**src/rtl/pipe_stage_reg.sv**
```systemverilog
// pipe_stage_reg: pipeline stage register carrying a control field and a
// payload field, with valid/ready handshakes on both sides.
//
// SKID=1 holds up to two entries (head M plus skid S). in_ready depends
// only on the state register and stall/flush, so there is no
// combinational path from out_ready to in_ready.
// SKID=0 holds a single entry. in_ready looks through to out_ready, which
// lets the stage refill in the same cycle it drains.
//
// A control field of zero marks a bubble. out_ctrl is forced to zero
// whenever nothing is presented downstream.
//
// state | meaning
// ------+----------------------------------------------------
// EMPTY | no entry held, nothing presented downstream
// ONE   | head entry M valid and presented downstream
// TWO   | M presented, skid entry S queued behind it (SKID=1)

module pipe_stage_reg #(
    parameter int DATA_W   = 32,
    parameter int CTRL_W   = 8,
    parameter int SKID     = 1,
    parameter int CNT_W    = 16,
    parameter int CLR_DATA = 0
) (
    input  logic              clk,
    input  logic              reset,
    input  logic              flush,
    input  logic              stall,
    input  logic              in_valid,
    output logic              in_ready,
    input  logic [CTRL_W-1:0] in_ctrl,
    input  logic [DATA_W-1:0] in_data,
    output logic              out_valid,
    input  logic              out_ready,
    output logic [CTRL_W-1:0] out_ctrl,
    output logic [DATA_W-1:0] out_data,
    output logic [1:0]        occupancy,
    output logic [CNT_W-1:0]  bubble_cnt
);

    typedef enum logic [1:0] {
        EMPTY = 2'd0,
        ONE   = 2'd1,
        TWO   = 2'd2
    } state_t;

    state_t            state;
    logic [CTRL_W-1:0] m_ctrl;
    logic [DATA_W-1:0] m_data;
    logic [CTRL_W-1:0] s_ctrl;
    logic [DATA_W-1:0] s_data;
    logic              in_fire;
    logic              out_fire;
    logic              bubble_inc;

    // The reset term keeps in_ready low while reset is held. The stage
    // still accepts on the very first edge after reset is released.
    generate
        if (SKID != 0) begin : g_skid
            assign in_ready = reset & (state != TWO) & ~stall & ~flush;
        end else begin : g_single
            assign in_ready = reset & ~stall & ~flush &
                              ((state == EMPTY) | out_ready);
        end
    endgenerate

    assign out_valid  = (state != EMPTY) & ~stall;
    assign out_ctrl   = out_valid ? m_ctrl : '0;
    assign out_data   = m_data;

    assign in_fire    = in_valid & in_ready;
    assign out_fire   = out_valid & out_ready;
    assign bubble_inc = out_ready & ~out_valid & ~stall & ~flush;

    // Entry state machine. Flush wins over stall and every transfer.
    // A stall holds everything in place, because both handshakes are
    // already masked. Payload left in a vacated entry is not cleared.
    always_ff @(posedge clk or negedge reset) begin
        if (!reset) begin
            state  <= EMPTY;
            m_ctrl <= '0;
            m_data <= '0;
            s_ctrl <= '0;
            s_data <= '0;
        end else if (flush) begin
            state  <= EMPTY;
            m_ctrl <= '0;
            s_ctrl <= '0;
            if (CLR_DATA != 0) begin
                m_data <= '0;
                s_data <= '0;
            end
        end else if (!stall) begin
            case (state)
                EMPTY: begin
                    if (in_fire) begin
                        m_ctrl <= in_ctrl;
                        m_data <= in_data;
                        state  <= ONE;
                    end
                end
                ONE: begin
                    if (in_fire && out_fire) begin
                        m_ctrl <= in_ctrl;
                        m_data <= in_data;
                    end else if (in_fire) begin
                        // Only reachable with SKID=1: in the single-entry
                        // build, in_ready in ONE implies out_fire.
                        s_ctrl <= in_ctrl;
                        s_data <= in_data;
                        state  <= TWO;
                    end else if (out_fire) begin
                        state  <= EMPTY;
                    end
                end
                TWO: begin
                    if (out_fire) begin
                        m_ctrl <= s_ctrl;
                        m_data <= s_data;
                        state  <= ONE;
                    end
                end
                default: begin
                    state <= EMPTY;
                end
            endcase
        end
    end

    // Saturating count of cycles in which downstream was ready but
    // received nothing. Only reset clears it.
    always_ff @(posedge clk or negedge reset) begin
        if (!reset) begin
            bubble_cnt <= '0;
        end else if (bubble_inc && (bubble_cnt != {CNT_W{1'b1}})) begin
            bubble_cnt <= bubble_cnt + CNT_W'(1);
        end
    end

    // Occupancy decode from the state register.
    always_comb begin
        occupancy = 2'd0;
        case (state)
            EMPTY:   occupancy = 2'd0;
            ONE:     occupancy = 2'd1;
            TWO:     occupancy = 2'd2;
            default: occupancy = 2'd0;
        endcase
    end

endmodule
```
**config.mk**
```make
export PLATFORM = sky130hd
export DESIGN_NAME = pipe_stage_reg
export DESIGN_NICKNAME = d
export VERILOG_FILES = /design/src/rtl/pipe_stage_reg.sv
export SDC_FILE = /design/constraint.sdc
export NUM_CORES = 1
export LEC_CHECK = 0
export BUFFER_PORTS_ARGS = -buffer_cell sky130_fd_sc_hd__buf_2
export CORE_ASPECT_RATIO = 0.6
export CORE_MARGIN = 3
export CORE_UTILIZATION = 46
export CTS_CLUSTER_SIZE = 40
export DETAILED_ROUTE_END_ITERATION = 6
export GPL_ROUTABILITY_DRIVEN = 0
export PLACE_DENSITY = 0.69
export SLEW_MARGIN = 20
export SYNTH_ARGS = -nofsm -noshare
export SYNTH_HDL_FRONTEND = slang
export SYNTH_SLANG_ARGS = --single-unit
```
**constraint.sdc**
```tcl
create_clock -name clk -period 2.45 [get_ports clk]
set_input_delay 0.245 -clock clk [delete_from_list [all_inputs] [get_ports clk]]
set_output_delay 0.245 -clock clk [all_outputs]
set_load 0.1 [all_outputs]
```
==> summary.txt, run 1 <==
GR Overflow Total: 0
Yosys cell types: 36
count leader, synth: dfrtp_1
post-cts hold buffer count: 0
cell leakage power: 2.70 nW
Placement Cell Area: 0.00533 sq mm
post-route clock skew: 0.00618 ns
layout cell share with drive strength beyond 1: 0.391
first-pass GRT wire length: 16.7 mm
fin area: 0.00569 sq mm
vias in the first global route: 3297
nets: 535
Reg2Reg Depth: 7
flops & latches, synth: 98
Hold Path Class: primary input to asynchronous set/reset pin
initial antenna violation count: 2
starting DRC count in detailed routing: 167
Post-synth top flop: dfrtp_1
Pre-Repair DR Iteration Count: 4
maximum number of pins on one net before global-route repair: 57
Mapped Nets: 430
metal2 WL: 4.52 mm
cell row count: 27
Cell Count, Final, Fillers Out: 620
Post-CTS Setup Bufs: 0
dpl cells: 603
asr flop ratio synth: 1.00
max-cap violations: 0
routed vias/inst: 5.40
via count: 3348
outcome: finished with violations
Max VDD drop: 1.06 mV
worst setup path category: flop to flop
syn avg cell area: 11.9 sq um
met1 wire length: 4.94 mm
dpl hpwl: 7.03 mm
Seq/Total Area, Yosys: 0.546
Reg area: 0.00245 sq mm
Fill cells: 775
Yosys top cell area share: 0.546
EDFF count, synth: 0
Starting Density: 0.482
leading area contributor after synthesis: dfrtp_1
Levels on crit path: 7
critical path data arrival time: 2.48 ns
CP Capture Type: flop
Worst-Margin Slew: 0.695 ns
Met3 Wirelength: 845 um
Critical Path RT: 2.68 ns
Post-Route Utilization: 0.610
GRT Overall Usage: 0.194
Slew Viols, Final: 0
pwr/cell area: 1350 mW/mm^2
WL per Instance: 16.9 um
CP Launch Type: flop
Die Ht: 82.6 um
Multi-input gate area: 0.00196 sq mm
full die area: 0.0110 sq mm
CP max stage cell: a2111o_1
Core Area: 0.00932 sq mm
crit path cell chain: inv_2 > ha_4 > nor4b_4 > nand4_1 > a2111o_1 > mux2i_1 > nor2_1
DRC errors left: 0
post-route ant nets: 0
Die Span X: 134 um
endpoints failing setup: 0
Worst Path Buf+Inv: 1
highest routed layer: met5
total power draw: 7.71 mW
IO Pins: 106
area delta synth->final: 26.6%
# port buffers: 105
post-CTS sizing: 0
TritonCTS clock tree: done
top cells by count, synth: dfrtp_1 (98), a21oi_1 (69), mux2i_1 (45), mux2_2 (42), nor2_1 (22)
hold slack: -0.00476 ns
clk slew on worst S/H paths: 0.07 ns
H-tree depth: 3
total CTS buffers: 9
RSZ-0062 raised after global routing: no
worst-path maximum fanout: 8
Largest stage delay, worst path: 0.63 ns
Clk Latency, worst-skew pair: 0.35 ns
Routed WL: 10.5 mm
failing checks: hold timing
Yosys warnings: 0
Mapped Cells: 379
cell area after synthesis: 0.00449 sq mm
Rel. slew slack: 0.537
period utilisation layout: 0.920
delay-heaviest family, CP: compound AO/OA/AOI/OAI gates
CTS sink count: 98
Root Buffer: clkbuf_16
Max Clock Freq: 0.444 GHz
Fin. Hold Viols: 10
Clock Tree Buf Depth: 2
top post-synthesis cells by area: dfrtp_1 (55%), mux2_2 (11%), mux2i_1 (10%), a21oi_1 (7.7%), nor2_1 (1.8%)
Min Clock Period, post-route: 2.25 ns
[worst reg2reg max path, cell delays in order (launching register included)]
cell and delay, ns:
dfrtp_1 0.40, inv_2 0.08, ha_4 0.18, nor4b_4 0.33
nand4_1 0.23, a2111o_1 0.63, mux2i_1 0.23, nor2_1 0.06
[sequential cells by signal (all words and copies together), names as in the netlist]
name        cells
state           2
s_ctrl          8
out_data       32
s_data         32
bubble_cnt     16
m_ctrl          8
[cell type report]
class	count	area share
antenna	1	0.000440
clock inverter	6	0.0198
clock buffer	10	0.0420
tap	130	0.0286
inverter	4	0.00264
multi-input combinational	255	0.344
timing repair buffer	116	0.131
sequential	98	0.431
[cells in the final DEF (no fill, tap or decap), types with 6 or more instances in the layout]
master,count
a21oi_1,68
and2_2,8
buf_12,9
buf_2,96
buf_4,10
clkbuf_16,9
dfrtp_1,98
mux2_2,41
mux2i_1,45
nand2_1,7
nand4_1,8
nor2_1,22
xnor2_1,7
xor2_1,6
[per-stage QoR]
step | setup WS, ns | TNS (ns)
floorplan | -0.785 | -53.38
global placement | 0.271 | 0
detailed placement | 0.146 | 0
CTS | 0.00760 | 0
global route | 0.0305 | 0
finish | 0.197 | 0
[routing by layer]
layer  GRT usage  up-vias
met3      0.0726       14
met2       0.287      120
met1       0.271     1651
met4      0.0544        2
met5           0        -
li1            -     1561
[path summary, 6_finish.rpt]
kind / slack (ns) / endpoint / from
min in group clk: 0.14 / s_data[5]$_DFFE_PN0P_ / in_data[5]
worst min register to register: 0.49 / s_ctrl[0]$_DFFE_PN0P_ / s_ctrl[0]$_DFFE_PN0P_
worst max-delay path: 0.20 / m_ctrl[1]$_DFFE_PN0P_ / state[0]$_DFFE_PN0P_
worst max register to register: 0.20 / m_ctrl[1]$_DFFE_PN0P_ / state[0]$_DFFE_PN0P_
max in group asynchronous: 1.36 / out_data[16]$_DFFE_PN0P_ / reset
worst min-delay path: -0.005 / s_ctrl[4]$_DFFE_PN0P_ / reset
[power by group]
group	switching, mW	internal, mW	leakage, nW
combinational	2.91	0.671	1.30
clock	0.626	1.03	0.173
sequential	0.318	2.15	1.23
[cells by family (layout without fill, tap and decap cells)]
kind of cell,after synthesis,in the layout,synth area share
AND/OR/NAND/NOR,68,68,0.0821
other,0,1,0
AO/OA/AOI/OAI,82,82,0.0991
flip-flops,98,98,0.546
multiplexers,87,87,0.205
buffers and inverters,26,136,0.0284
XOR/XNOR,13,13,0.0253
adder cells (fa/ha/maj),5,5,0.0139
No activity file was read; power rests on OpenSTA's default activity.
==> run 2: changes to the inputs <==
--- a/config.mk
+++ b/config.mk
@@ -6,13 +6,15 @@
 export NUM_CORES = 1
 export LEC_CHECK = 0
 export BUFFER_PORTS_ARGS = -buffer_cell sky130_fd_sc_hd__buf_2
+export CELL_PAD_IN_SITES_DETAIL_PLACEMENT = 1
+export CELL_PAD_IN_SITES_GLOBAL_PLACEMENT = 2
 export CORE_ASPECT_RATIO = 0.6
 export CORE_MARGIN = 3
-export CORE_UTILIZATION = 46
+export CORE_UTILIZATION = 35
 export CTS_CLUSTER_SIZE = 40
 export DETAILED_ROUTE_END_ITERATION = 6
 export GPL_ROUTABILITY_DRIVEN = 0
-export PLACE_DENSITY = 0.69
+export PLACE_DENSITY = 0.79
 export SLEW_MARGIN = 20
 export SYNTH_ARGS = -nofsm -noshare
 export SYNTH_HDL_FRONTEND = slang
==> run 2 against run 1 <==
Combinational power hardly changed. Core utilization is 15 points lower. Via count increased by 0.81%. Critical path depth down 1. Wire length up 13%. Critical endpoint is now out_ctrl[4]. Count of clock-buffer cells in the layout is 1 lower. The run now ends clean. First-iteration DRC count fell by 34%. Sequential share of layout area increased by 0.15 points.
==> summary.txt, run 2 (synthesized netlist as in run 1, its figures left out) <==
Root Buffer: clkbuf_16
Fin. Hold Viols: 0
worst setup path category: flop to output pin
starting DRC count in detailed routing: 110
Core Area: 0.0123 sq mm
max-cap violations: 0
DRC errors left: 0
Slew Viols, Final: 0
post-route clock skew: 0.00759 ns
sw power: 3.88 mW
internal cell power: 3.73 mW
Comb pwr share: 0.471
period utilisation layout: 0.955
total power draw: 7.61 mW
CTS sink count: 98
sw frac: 0.510
outcome: complete, no violations
Min Clock Period, post-route: 2.34 ns
CP Capture Type: output pin
routed vias/inst: 5.15
Seq pwr share: 0.326
endpoints failing setup: 0
GRT Overall Usage: 0.169
Die Ht: 93.8 um
post-route ant nets: 0
total CTS buffers: 9
post-route setup slack: 0.110 ns
Reg2Reg Depth: 7
Starting Density: 0.366
nets: 536
Hold Path Class: primary input to flop
worst-path maximum fanout: 12
most common cell after layout, fill and taps aside: dfrtp_1
CP Launch Type: flop
setup TNS: 0 ns
# port buffers: 105
TritonCTS clock tree: done
Max Clock Freq: 0.427 GHz
cell leakage power: 2.67 nW
first-pass GRT wire length: 19.1 mm
Post-CTS Setup Bufs: 0
Max VDD drop: 0.603 mV
cell row count: 31
via count: 3375
Setup Slack @ Placement: 0.109 ns
Clock Tree Buf Depth: 2
Critical Path RT: 2.20 ns
Clk Latency, worst-skew pair: 0.34 ns
layout cell share with drive strength beyond 1: 0.394
ANT cells: 0
WL per Instance: 18.1 um
Placement Cell Area: 0.00532 sq mm
vias in the first global route: 3613
Hold Path Stages: 2
Rel. slew slack: 0.464
area delta synth->final: 26.2%
most frequent cells in the layout: dfrtp_1 (98), buf_2 (97), a21oi_1 (68)
Routed WL: 11.9 mm
maximum number of pins on one net before global-route repair: 65
Worst-Margin Slew: 0.804 ns
Die Span X: 152 um
clock network fraction of total power: 0.202
initial antenna violation count: 1
H-tree depth: 3
critical path data arrival time: 2.09 ns
RSZ-0062 raised after global routing: no
pwr/cell area: 1340 mW/mm^2
Pre-Repair DR Iteration Count: 4
full die area: 0.0143 sq mm
IO Pins: 106
fin area: 0.00567 sq mm
GR Overflow Total: 0
clk slew on worst S/H paths: 0.07 ns
dpl hpwl: 8.27 mm
run 2: path summary, 6_finish.rpt:
check / from / endpoint / slack (ns)
hold reg to reg: s_ctrl[3]$_DFFE_PN0P_ / s_ctrl[3]$_DFFE_PN0P_ / 0.50
max in group asynchronous: reset / out_data[30]$_DFFE_PN0P_ / 0.73
hold / removal: in_data[4] / s_data[4]$_DFFE_PN0P_ / 0.15
setup reg to reg: state[0]$_DFFE_PN0P_ / m_ctrl[2]$_DFFE_PN0P_ / 0.13
min in group asynchronous: reset / s_data[15]$_DFFE_PN0P_ / 0.53
setup / recovery: state[1]$_DFFE_PN0P_ / out_ctrl[4] / 0.11
run 2: critical path: stages, from the launching register on:
cell and delay, ns:
dfrtp_1 0.43, inv_1 0.10, ha_1 0.28, nor2_1 0.17, buf_4 0.21, and2_2 0.15, buf_2 0.41
run 2: per-stage QoR:
| stage | instances | utilization | hold WS, ns |
|---|---|---|---|
| after floorplan | 379 | - | -0.0506 |
| after global placement | 638 | 0.432 | 0.336 |
| after detailed placement | 638 | 0.432 | 0.344 |
| after CTS | 655 | 0.460 | 0.131 |
| after global routing | 655 | 0.461 | 0.133 |
| final | 655 | 0.461 | 0.147 |
run 2: routing by layer:
layer | routed length, um | share of wire | vias up | GRT usage
li1 | - | - | 1561 | -
met2 | 5090 | 0.43 | 77 | 0.254
met3 | 676 | 0.057 | 12 | 0.0529
met5 | 7 | 0.00059 | - | 0
met4 | 110 | 0.0093 | 2 | 0.0419
met1 | 5970 | 0.50 | 1723 | 0.238
run 2: cell type report:
class / count / area (sq um)
Multi-Input combinational cell: 255 / 1970
Tap cell: 165 / 206
Inverter: 4 / 15.0
Clock buffer: 9 / 225
Fill cell: 1346 / 6620
Sequential cell: 98 / 2450
Clock inverter: 7 / 101
Timing Repair Buffer: 117 / 704
run 2: what timing repair did:
action / 4_1_cts / 5_1_grt
resized for setup: 1 / 6
setup endpoints to repair: 1 / 7
hold endpoints to repair: 34 / 0
hold buffers: 1 / 0
cloned: 0 / 0
run 2: power groups by stage:
stage | combinational [mW] | clock, mW | sequential [mW]
4_1_cts | 3.61 | 1.59 | 2.49
6_report | 3.59 | 1.54 | 2.48
3_3_place_gp | 3.56 | 0 | 2.47
5_1_grt | 3.75 | 1.66 | 2.55
2_1_floorplan | 0.808 | 0 | 4.60
3_5_place_dp | 3.61 | 0 | 2.51
==> run 3: changes to the inputs <==
--- a/config.mk
+++ b/config.mk
@@ -5,16 +5,17 @@
 export SDC_FILE = /design/constraint.sdc
 export NUM_CORES = 1
 export LEC_CHECK = 0
+export ABC_AREA = 1
 export BUFFER_PORTS_ARGS = -buffer_cell sky130_fd_sc_hd__buf_2
 export CELL_PAD_IN_SITES_DETAIL_PLACEMENT = 1
 export CELL_PAD_IN_SITES_GLOBAL_PLACEMENT = 2
 export CORE_ASPECT_RATIO = 0.6
 export CORE_MARGIN = 3
-export CORE_UTILIZATION = 35
+export CORE_UTILIZATION = 31
 export CTS_CLUSTER_SIZE = 40
 export DETAILED_ROUTE_END_ITERATION = 6
 export GPL_ROUTABILITY_DRIVEN = 0
-export PLACE_DENSITY = 0.79
+export PLACE_DENSITY = 0.78
 export SLEW_MARGIN = 20
 export SYNTH_ARGS = -nofsm -noshare
 export SYNTH_HDL_FRONTEND = slang
==> run 3 against run 2 <==
First-iteration DRC count rose to 2.9 times the previous value. Critical path depth increased by 4. Final cell count up 41%. Wire length increased by 20%.
==> summary.txt, run 3 <==
Die Span X: 169 um
leading area contributor after synthesis: dfrtp_1
Fin. Hold Viols: 0
GRT Overall Usage: 0.170
# port buffers: 105
routed vias/inst: 4.79
post-route ant nets: 0
post-route clock skew: 0.0110 ns
dpl hpwl: 10.3 mm
ANT cells: 0
endpoints failing setup: 0
area delta synth->final: 20.6%
Yosys top cell area share: 0.499
Worst-Margin Slew: 0.655 ns
Slew Viols, Final: 0
clk slew on worst S/H paths: 0.07 ns
hold slack: 0.151 ns
top cells by count, synth: nand2_1 (206), dfrtp_1 (98), inv_1 (65), o21ai_0 (57), nand3_1 (56)
Post-synth top flop: dfrtp_1
Die Ht: 104 um
H-tree depth: 3
syn avg cell area: 7.86 sq um
Hold Path Class: primary input to flop
TritonCTS clock tree: done
worst setup path category: flop to flop
Fill cells: 1862
Routed WL: 14.2 mm
vias in the first global route: 4591
layout cell share with drive strength beyond 1: 0.212
initial antenna violation count: 0
multiplexer share of the synthesized area: 0
max-cap violations: 0
cell area after synthesis: 0.00492 sq mm
Critical Path RT: 2.73 ns
via count: 4436
Min Clock Period, post-route: 2.15 ns
Clk Latency, worst-skew pair: 0.35 ns
WL per Instance: 15.3 um
period utilisation layout: 0.877
nets: 774
top post-synthesis cells by area: dfrtp_1 (50%), nand2_1 (16%), o21ai_0 (5.8%), nand3_1 (5.7%), inv_1 (5.0%)
CP Capture Type: flop
Max VDD drop: 0.989 mV
Starting Density: 0.328
Yosys warnings: 0
Compound-Gate Fraction of Synth Area: 0.100
DRC errors left: 0
Core Area: 0.0150 sq mm
asr flop ratio synth: 1.00
CP Launch Type: flop
Clock Tree Buf Depth: 2
maximum number of pins on one net before global-route repair: 69
most frequent cells in the layout: nand2_1 (206), buf_2 (104), dfrtp_1 (98)
Mapped Nets: 677
Mapped Cells: 626
full die area: 0.0175 sq mm
Yosys cell types: 30
largest family of logic cells by synthesized area: simple AND/OR/NAND/NOR gates
Seq/Total Area, Yosys: 0.499
setup TNS: 0 ns
critical path data arrival time: 2.43 ns
RSZ-0062 raised after global routing: no
Max Clock Freq: 0.465 GHz
CTS sink count: 98
Root Buffer: clkbuf_16
most common cell after layout, fill and taps aside: nand2_1
outcome: complete, no violations
GR Overflow Total: 0
worst-path maximum fanout: 32
total CTS buffers: 9
starting DRC count in detailed routing: 323
count leader, synth: nand2_1
Rel. slew slack: 0.564
flops & latches, synth: 98
post-route setup slack: 0.301 ns
first-pass GRT wire length: 24.0 mm
cell row count: 34
Setup Slack @ Placement: 0.278 ns
post-synthesis simple-gate area fraction: 0.284
Pre-Repair DR Iteration Count: 4
EDFF count, synth: 0
xor/xnor cell area share of the yosys netlist: 0.0160
cell leakage power: 3.11 nW
pwr/cell area: 1470 mW/mm^2
Adder-Cell Fraction of Synth Area: 0.0127
IO Pins: 106
post-CTS sizing: 0
-- run 3: changes by cell type in the layout (fill, tap and decap cells not counted), sizes merged, moves of 16 or more --
cell / before / now
a21oi: 69 / 0
inv: 5 / 73
mux2: 42 / 0
mux2i: 45 / 0
nand2: 8 / 211
nand3: 5 / 57
nor2: 22 / 38
o21ai: 3 / 82
-- run 3: timing repair --
item / in CTS / in global routing
buffers inserted: 0 / 0
hold buffers: 1 / 0
endpoints found under the hold margin: 9 / 0
endpoints found under the setup margin: 0 / 0
-- run 3: path summary, 6_finish.rpt --
| kind | from | to | slack (ns) | cells after the start |
|---|---|---|---|---|
| min | in_data[10] | s_data[10]$_DFFE_PN0P_ | 0.15 | 3 |
| max reg2reg | state[0]$_DFFE_PN0P_ | out_data[20]$_DFFE_PN0P_ | 0.30 | 10 |
| min reg2reg | out_data[2]$_DFFE_PN0P_ | out_data[2]$_DFFE_PN0P_ | 0.47 | 2 |
| min in group asynchronous | reset | out_data[1]$_DFFE_PN0P_ | 0.29 | 2 |
| max in group asynchronous | reset | out_data[26]$_DFFE_PN0P_ | 1.23 | 3 |
| max | state[0]$_DFFE_PN0P_ | out_data[20]$_DFFE_PN0P_ | 0.30 | 10 |
-- run 3: worst max-delay path: stages (launching register included) --
cell,delay [ns]
dfrtp_1,0.40
inv_1,0.11
ha_1,0.27
inv_2,0.10
nand2_4,0.10
nor2_1,0.18
nand4_2,0.18
o21ai_2,0.14
buf_4,0.40
nand3_1,0.13
nand2_1,0.09
-- run 3: area by class of cell --
type | count | area, sq um | area share
clock buffers | 10 | 229 | 0.0386
flip-flops and latches | 98 | 2450 | 0.414
multi-input cells | 429 | 2050 | 0.345
inverters | 71 | 267 | 0.0449
clock inverters | 6 | 65.1 | 0.0110
repair buffers | 114 | 623 | 0.105
well taps | 198 | 248 | 0.0418
-- run 3: report_power, final --
group | leakage, nW | internal (mW) | switching [mW]
clock | 0.143 | 0.797 | 0.645
sequential | 1.27 | 2.26 | 0.430
combinational | 1.69 | 0.740 | 3.82
-- run 3: per-layer routing --
metal | GRT usage | wire (um) | share of wire | up-vias
met5 | 0 | 0 | 0 | -
met4 | 0.0362 | 116 | 0.0082 | 0
met3 | 0.0396 | 795 | 0.056 | 11
met2 | 0.246 | 5820 | 0.41 | 99
met1 | 0.257 | 7470 | 0.53 | 2153
li1 | - | - | - | 2173
-- run 3: kinds of logic (layout without fill, tap and decap cells) --
kind of cell / count (synthesis) / in the layout
flops: 98 / 98
xor+xnor: 9 / 9
buf+inv: 99 / 201
fa+ha+maj: 5 / 5
simple gates: 325 / 325
compound gates: 90 / 90
-- run 3: per-stage QoR --
step | total power [mW] | instances | util | cell area (sq um)
global route | 9.17 | 926 | 0.395 | 5930
CTS | 8.78 | 926 | 0.395 | 5930
global placement | 7.22 | 909 | 0.375 | 5630
finish | 8.69 | 926 | 0.395 | 5930
detailed placement | 7.31 | 909 | 0.375 | 5630
floorplan | 6.42 | 626 | - | 4930
